## src/rtl/keccak_pad_pkg.sv

```systemverilog
// Shared definitions for the Keccak/SHA-3 multi-rate padder.
// Contents: mode encoding, suffix/pad byte constants, the mode -> suffix
// mapping, and the padder FSM state type.
package keccak_pad_pkg;

    typedef enum logic [1:0] {
        MODE_KECCAK   = 2'b00,
        MODE_SHA3     = 2'b01,
        MODE_SHAKE    = 2'b10,
        MODE_SHA3_ALT = 2'b11
    } pad_mode_t;

    localparam logic [7:0] SFX_KECCAK = 8'h01;
    localparam logic [7:0] SFX_SHA3   = 8'h06;
    localparam logic [7:0] SFX_SHAKE  = 8'h1F;
    localparam logic [7:0] PAD_END    = 8'h80;

    typedef enum logic [1:0] {
        ST_FILL = 2'b00,
        ST_PAD  = 2'b01,
        ST_FULL = 2'b10
    } pad_state_t;

    // Encoding 11 is unassigned and falls back to the SHA-3 suffix.
    function automatic logic [7:0] mode_suffix(input pad_mode_t mode);
        case (mode)
            MODE_KECCAK: return SFX_KECCAK;
            MODE_SHAKE:  return SFX_SHAKE;
            default:     return SFX_SHA3;
        endcase
    endfunction

endpackage

```

## src/rtl/keccak_pad_word.sv

```systemverilog
// Combinational builder for the last message word of a padded block.
// Ports:
//   in           - raw message word, first byte in the MSB byte
//   byte_num     - number of valid message bytes (0..NB-1)
//   suffix       - domain-separation suffix byte
//   is_final_pos - word lands in the last slot of the block; OR 0x80 into LSB
//   word         - padded word: kept bytes, suffix, zero bytes
import keccak_pad_pkg::*;

module keccak_pad_word #(
    parameter int unsigned IN_W = 32,
    parameter int unsigned NB   = IN_W / 8,
    parameter int unsigned BN_W = $clog2(NB)
) (
    input  logic [IN_W-1:0] in,
    input  logic [BN_W-1:0] byte_num,
    input  logic [7:0]      suffix,
    input  logic            is_final_pos,
    output logic [IN_W-1:0] word
);

    always_comb begin
        word = '0;
        // Byte k counts from the MSB end, matching message byte order.
        for (int unsigned k = 0; k < NB; k++) begin
            if (BN_W'(k) < byte_num)
                word[IN_W-1-8*k -: 8] = in[IN_W-1-8*k -: 8];
            else if (BN_W'(k) == byte_num)
                word[IN_W-1-8*k -: 8] = suffix;
        end
        if (is_final_pos)
            word[7:0] = word[7:0] | PAD_END;
    end

endmodule

```

## src/rtl/keccak_padder_multi.sv

```systemverilog
// Keccak/SHA-3 input padder and rate-block buffer with back-to-back messages.
// Ports:
//   clk, reset_n          - clock, synchronous active-low reset
//   in, in_ready          - message word stream (first byte in MSB byte)
//   is_last, byte_num     - end-of-message marker and valid byte count
//   mode                  - suffix select (Keccak / SHA-3 / SHAKE)
//   buffer_full,out_ready - block held, input stalled
//   out                   - RATE-bit block, word 0 at the top
//   last_block            - held block is the final (padded) block
//   f_ack                 - consumer takes the held block
import keccak_pad_pkg::*;

module keccak_padder_multi #(
    parameter  int unsigned IN_W  = 32,
    parameter  int unsigned RATE  = 576,
    localparam int unsigned WORDS = RATE / IN_W,
    localparam int unsigned NB    = IN_W / 8,
    localparam int unsigned BN_W  = $clog2(NB)
) (
    input  logic            clk,
    input  logic            reset_n,
    input  logic [IN_W-1:0] in,
    input  logic            in_ready,
    input  logic            is_last,
    input  logic [BN_W-1:0] byte_num,
    input  logic [1:0]      mode,
    output logic            buffer_full,
    output logic [RATE-1:0] out,
    output logic            out_ready,
    output logic            last_block,
    input  logic            f_ack
);

    localparam int unsigned   CNT_W    = $clog2(WORDS + 1);
    localparam logic [CNT_W-1:0] LAST_IDX = CNT_W'(WORDS - 1);

    pad_state_t       state;
    logic [CNT_W-1:0] count;
    logic             final_pos;
    logic [7:0]       suffix;
    logic [IN_W-1:0]  padded;
    logic [IN_W-1:0]  w;

    assign final_pos = (count == LAST_IDX);
    assign suffix    = mode_suffix(pad_mode_t'(mode));
    assign out_ready = buffer_full;

    keccak_pad_word #(
        .IN_W(IN_W)
    ) u_pad_word (
        .in          (in),
        .byte_num    (byte_num),
        .suffix      (suffix),
        .is_final_pos(final_pos),
        .word        (padded)
    );

    // Word shifted in this cycle: message word, padded last word, or filler.
    always_comb begin
        w = '0;
        case (state)
            ST_FILL: w = is_last ? padded : in;
            ST_PAD:  if (final_pos) w[7:0] = PAD_END;
            default: w = '0;
        endcase
    end

    always_ff @(posedge clk) begin
        if (!reset_n) begin
            state       <= ST_FILL;
            count       <= '0;
            out         <= '0;
            buffer_full <= 1'b0;
            last_block  <= 1'b0;
        end else begin
            case (state)
                ST_FILL: begin
                    if (in_ready) begin
                        out   <= {out[RATE-IN_W-1:0], w};
                        count <= count + CNT_W'(1);
                        if (final_pos) begin
                            // Last word in the last slot already carries the
                            // pad end, so no PAD pass is needed.
                            state       <= ST_FULL;
                            buffer_full <= 1'b1;
                            last_block  <= is_last;
                        end else if (is_last) begin
                            state <= ST_PAD;
                        end
                    end
                end
                ST_PAD: begin
                    out   <= {out[RATE-IN_W-1:0], w};
                    count <= count + CNT_W'(1);
                    if (final_pos) begin
                        state       <= ST_FULL;
                        buffer_full <= 1'b1;
                        last_block  <= 1'b1;
                    end
                end
                ST_FULL: begin
                    if (f_ack) begin
                        state       <= ST_FILL;
                        count       <= '0;
                        out         <= '0;
                        buffer_full <= 1'b0;
                        last_block  <= 1'b0;
                    end
                end
                default: begin
                    state       <= ST_FILL;
                    count       <= '0;
                    out         <= '0;
                    buffer_full <= 1'b0;
                    last_block  <= 1'b0;
                end
            endcase
        end
    end

endmodule

```

## config.mk

```make
export PLATFORM = sky130hd
export DESIGN_NAME = keccak_padder_multi
export DESIGN_NICKNAME = d
export VERILOG_FILES = /design/src/rtl/keccak_pad_pkg.sv /design/src/rtl/keccak_pad_word.sv /design/src/rtl/keccak_padder_multi.sv
export SDC_FILE = /design/constraint.sdc
export NUM_CORES = 1
export LEC_CHECK = 0
export ABC_CLOCK_PERIOD_IN_PS = 1600
export CORE_MARGIN = 5
export CORE_UTILIZATION = 44
export DETAILED_ROUTE_END_ITERATION = 10
export HOLD_SLACK_MARGIN = 0.06
export PLACE_DENSITY = 0.77
export SYNTH_ARGS = -nofsm -noshare
export SYNTH_HDL_FRONTEND = slang
export SYNTH_SLANG_ARGS = --single-unit
```

## constraint.sdc

```tcl
create_clock -name clk -period 1.6 [get_ports clk]
set_input_delay 0.32 -clock clk [delete_from_list [all_inputs] [get_ports clk]]
set_output_delay 0.32 -clock clk [all_outputs]
set_load 0.02 [all_outputs]
```

==> results of run 1 <==
[cell usage in the layout (no fill, tap or decap), types with 5 or more instances in the layout]
master and n:
buf_4 191, dfxtp_1 490, mux2i_1 8, nor2b_1 7
dfxtp_2 93, nand2_1 5, clkbuf_8 10, o211ai_1 546
o21ai_0 5, clkbuf_2 11, clkbuf_1 11, nor2_1 10
a21oi_1 561, clkdlybuf4s15_2 90, nand3_1 585, clkdlybuf4s50_1 39
o2bb2ai_1 7, clkbuf_16 63, bufinv_16 10, a31oi_1 6
clkinv_2 15, buf_6 6, buf_2 472, buf_12 77
[cell type report]
type	count	area [um2]
Clock buffer	82	1710
Clock inverter	25	375
Fill cell	4677	21300
Inverter	6	50.0
Multi-Input combinational cell	1786	10500
Sequential cell	585	11800
Tap cell	696	871
Timing Repair Buffer	898	7090
[per-layer routing]
metal  part of all wire  up-vias  GRT usage
met2               0.48     1327      0.500
met1               0.38    12400      0.375
met4              0.052        0      0.143
met3              0.089      251     0.0718
li1                   -    11600          -
met5                  0        -          0
[synth_stat cells (3+ instances only)]
master	number	area [um2]
dfxtp_1	585	11700
nand3_1	585	2930
a21oi_1	562	2810
o211ai_1	546	4100
clkbuf_1	271	1020
buf_2	66	330
buf_1	42	158
nor2_1	10	37.5
mux2i_1	9	90.1
nor2b_1	7	43.8
o2bb2ai_1	7	61.3
a31oi_1	6	37.5
o21ai_0	6	30.0
nand2_1	5	18.8
a32oi_1	4	35.0
inv_1	4	15.0
nand3b_1	4	30.0
nor3b_1	4	30.0
nand2b_1	3	18.8
nand4_1	3	18.8
o2111ai_1	3	26.3
[state kept, by name (all words and copies together), names as in the netlist]
signal / count
out: 576
count: 5
state: 2
buffer_full: 1
last_block: 1
[cells by family (layout without fill, tap and decap cells)]
family	count (synthesis)	in the layout	share of synthesized area
AO/OA/AOI/OAI	1142	1142	0.301
adder cells (fa/ha/maj)	2	2	0.00105
buffers and inverters	387	1011	0.0651
flip-flops	585	585	0.493
multiplexers	10	10	0.00426
AND/OR/NAND/NOR	632	632	0.136
[per-stage QoR]
step | power [uW] | cells | area [um2] | TNS [ns] | setup slack, ns
after global routing | 33000 | 4078 | 32500 | -0.0868 | -0.0338
after detailed placement | 17500 | 3967 | 32400 | -145.16 | -0.406
after floorplan | 16400 | 2758 | 23800 | 0 | 0.0154
final | 32100 | 4078 | 32500 | 0 | 0.00964
after CTS | 32100 | 4074 | 32800 | 0 | 0.0000473
after global placement | 17500 | 3967 | 32400 | -128.94 | -0.401
[path summary, 6_finish.rpt]
check / startpoint / to / slack [ns] / cells after the start
setup reg to reg: state[1]$_SDFFE_PN0P_ / out[207]$_SDFFE_PN0P_ / 0.01 / 5
setup / recovery: state[1]$_SDFFE_PN0P_ / out[207]$_SDFFE_PN0P_ / 0.01 / 5
hold reg to reg: out[551]$_SDFFE_PN0P_ / out[551]$_SDFFE_PN0P_ / 0.46 / 2
hold / removal: in_ready / out[533]$_SDFFE_PN0P_ / 0.27 / 4
[repair_timing]
| action | 4_1_cts | 5_1_grt |
|---|---|---|
| gates cloned | 0 | 2 |
| buffers inserted | 0 | 2 |
| endpoints found under the setup margin | 765 | 171 |
| resized for setup | 2312 | 96 |
[power by group through the flow]
stage | sequential (uW) | combinational [uW] | clock [uW]
after floorplan | 15100 | 1240 | 0
after global placement | 15100 | 2430 | 0
after detailed placement | 15100 | 2460 | 0
after CTS | 14800 | 2410 | 15000
after global routing | 14800 | 2610 | 15600
final | 14800 | 2470 | 14900
[critical path, stage by stage (launching register included)]
cell,delay (ns)
dfxtp_4,0.38
mux2i_4,0.30
buf_12,0.23
buf_16,0.23
nand3_1,0.15
a21oi_2,0.17
==> results.ini, run 1 <==
[run_status]
status=completed

[timing]
fin_skew_ns=0.0147
finalHoldViolCount=0
slew_headroom=0.684
rsz0062_at_grt=true
whs_ns=0.271
setup_viol=0
post-route-period-util=0.994
tightest_slew_ns=0.467
maxSlewViolCount=0
fmax_mhz=629
min_period_ns=1.59

[setup_path]
critPathRequiredTime_ns=2.14
worstPathArrival_ns=2.13
cp-start-kind=flop
cp_max_fo=44
critPathCaptureType=flop
critPathKind=flop to flop

[clock_network]
cts_num_sinks=585
clk_root_buffer_cell=clkbuf_16
path_clk_slew_ns=0.06
clk_latency_ns=0.61
postCtsHoldBufs=0
cts_buffer_depth=3
cts_tree=yes
cts_htree_levels=2
cts_buffers=60

[drt]
vias=25500
drt_first_pass_iters=6
wl_mm=95.9
wire_per_inst_um=23.5
avgViaCountPerCell=6.26
drc=0
ant_nets=0
first_iter_violations=2896

[global_routing]
grt_use_total=0.303
grt_pass1_wl_mm=146
grt_pass1_vias=24200
grt_max_degree=106
grt-ovfl-total=0
antenna_found_initial=0

[pwr]
clockPowerShare=0.464
swShare=0.238
p_seq_frac=0.459
p_sw_uw=7640
peakVddDrop_uv=857
static-leakage-power_uw=0.0122
internal_power_uw=24500
combPwrFrac=0.077
power_density_nw_per_um2=990

[floorplan]
die_x_um=242
core_um2=53700
rows=85
dieArea_um2=58800
fp.dieH_um=242
io_pins=620
start_util=0.443

[synth]
synth-async-reset-ratio=0
synth-seq-cells=585
synth.avg_cell_area_um2=8.62
synth_edf_count=0
synth_warnings=0
ys_types=42
ys.flop_type=dfxtp_1
synth_area_um2=23800
yosysSeqAreaShare=0.493
syn_nets=2801
syn_inst=2758

[layout]
fin_util=0.604
nets=3380
diodes=0
area_delta_synth_final_pct=36.5
drive_above_1_share=0.313

[placed_design]
port_buffers=619
routabilityCongestion=0.955
hpwl_mm=67.6

[run]
cap_violations=0

[min_path]
hold_class=primary input to flop

No activity file was read; power rests on OpenSTA's default activity.
==> run 2: changes to the inputs <==
--- a/config.mk
+++ b/config.mk
@@ -11,6 +11,7 @@
 export DETAILED_ROUTE_END_ITERATION = 10
 export HOLD_SLACK_MARGIN = 0.06
 export PLACE_DENSITY = 0.77
+export REMOVE_ABC_BUFFERS = 1
 export SYNTH_ARGS = -nofsm -noshare
 export SYNTH_HDL_FRONTEND = slang
 export SYNTH_SLANG_ARGS = --single-unit
==> run 2 against run 1 <==
First-iteration DRC count rose by 0.97%. Sequential share of layout area rose by 0.73 points. Flip-flop and latch count did not move. Clock skew rose by 0.013 ns. Sequential power barely moved. Total power fell by 1.1%. Core utilization fell by 1.4 points. Non-clock buffer count fell by 62. Wire length fell by 7.4%. Clock power fell by 3%. Largest cell class unchanged.
==> results.ini, run 2 (same netlist as run 1, synthesis figures left out) <==
[layout]
area_delta_synth_final_pct=33.4
final_common_cell=nand3_1
reg_top3=out: 576 flops, count: 5 flops, state: 2 flops
final_cell_mix=nand3_1 (584), a21oi_1 (553), o211ai_1 (546)
drive_above_1_share=0.295
largest_reg_flops=576
nets=3317
finish.instance_area_um2=31700
regMostFlops=out
fin_cells=4019

[clock_network]
cts_buffer_depth=3
postCtsHoldBufs=0
cts_htree_levels=2
cts_tree=yes
clk_root_buffer_cell=clkbuf_16
cts_buffers=59
clk_latency_ns=0.62
cts_num_sinks=585
path_clk_slew_ns=0.06

[placed_design]
routabilityCongestion=0.925
hpwl_mm=59.6
placedInstanceArea_um2=31900
dp_cells=3903
port_buffers=619
place_ws_ns=-0.292

[setup_path]
r2r_end=out[196]$_SDFFE_PN0P_
cp-start-kind=flop
r2r-start=state[1]$_SDFFE_PN0P_
critPathMostFrequentCell=buf_12
worstPathArrival_ns=2.11
cp_num_buf_inv=2
cp_max_fo=39
slowest_stage=dfxtp_4
cp.depth=5
cpPeakStageDelay_ns=0.39
endpoint=out[196]$_SDFFE_PN0P_
crit_family=buffers and inverters
r2r_setup_slack_ns=0.02
startpoint=state[1]$_SDFFE_PN0P_
critPathRequiredTime_ns=2.13
critPathKind=flop to flop
r2r_cells=5
path_cells=mux2i_4 > buf_12 > buf_12 > nand3_1 > a21oi_1
critPathCaptureType=flop

[drt]
wl_mm=88.8
drc=0
vias=25100
avgViaCountPerCell=6.23
ant_nets=0
drt_first_pass_iters=5
wire_per_inst_um=22.1
first_iter_violations=2924

[global_routing]
grt_max_degree=89
grt_pass1_wl_mm=136
grt_pass1_vias=23400
grt-ovfl-total=0
grt_use_total=0.276
antenna_found_initial=1

[timing]
maxSlewViolCount=0
whs_ns=0.290
finalHoldViolCount=0
slew_headroom=0.441
setup_viol=0
min_period_ns=1.58
fmax_mhz=632
final.setup.worst_slack_ns=0.0182
fin_skew_ns=0.0274
rsz0062_at_grt=true
post-route-period-util=0.989
tightest_slew_ns=0.838

[min_path]
hold_class=primary input to flop

[pwr]
peakVddDrop_uv=724
static-leakage-power_uw=0.0119
power.total_uw=31800
power_density_nw_per_um2=1000

[floorplan]
fp.dieH_um=242
rows=85
start_util=0.443
io_pins=620
dieArea_um2=58800
core_um2=53700
die_x_um=242

[run_status]
status=completed

[run]
cap_violations=0

[run 2: power breakdown]
| group | switching [uW] | total [uW] | internal [uW] |
|---|---|---|---|
| Combinational | 1700 | 2520 | 825 |
| Clock | 5780 | 14500 | 8700 |
| Sequential | 105 | 14800 | 14700 |
[run 2: how the worst min path moves through the flow]
stage / slack [ns] / to / start / cells after the start
6_report: 0.29 / out[14]$_SDFFE_PN0P_ / in[14] / 3
5_1_grt: 0.28 / out[15]$_SDFFE_PN0P_ / in[15] / 3
4_1_cts: 0.26 / out[15]$_SDFFE_PN0P_ / in[15] / 3
3_5_place_dp: 0.46 / out[551]$_SDFFE_PN0P_ / out[551]$_SDFFE_PN0P_ / 2
3_3_place_gp: 0.45 / out[566]$_SDFFE_PN0P_ / out[566]$_SDFFE_PN0P_ / 2
2_1_floorplan: 0.45 / count[4]$_SDFFE_PN0P_ / count[4]$_SDFFE_PN0P_ / 2
[run 2: per-layer routing]
layer | wire, um | part of all wire | track usage
met5 | 0 | 0 | 0
met1 | 34900 | 0.39 | 0.352
met4 | 4240 | 0.048 | 0.118
met2 | 43000 | 0.48 | 0.464
met3 | 6660 | 0.075 | 0.0451
[run 2: area by class of cell]
type / count / area (um2)
well taps: 696 / 871
fillers: 4639 / 22000
diodes: 2 / 5.00
clock buffers: 94 / 1850
inverters: 6 / 50.0
flip-flops and latches: 585 / 11800
clock inverters: 14 / 213
repair buffers: 836 / 6340
multi-input cells: 1786 / 10600
[run 2: worst reg2reg max path, cell delays in order, from the launching register on]
cell and delay, ns:
dfxtp_4 0.39, mux2i_4 0.32, buf_12 0.25, buf_12 0.26, nand3_1 0.14, a21oi_1 0.16
[run 2: repair_timing]
item                                   4_1_cts  5_1_grt
cloned                                       0        5
gates resized for setup                   2250      156
setup endpoints to repair                  895      194
setup buffers                                0        1
endpoints found under the hold margin        0        0
[run 2: stage by stage]
step | utilization | TNS (ns)
finish | 0.591 | 0
floorplan | - | -
global route | 0.591 | -0.739
detailed placement | 0.594 | -111.78
CTS | 0.601 | 0
global placement | 0.594 | -96.13
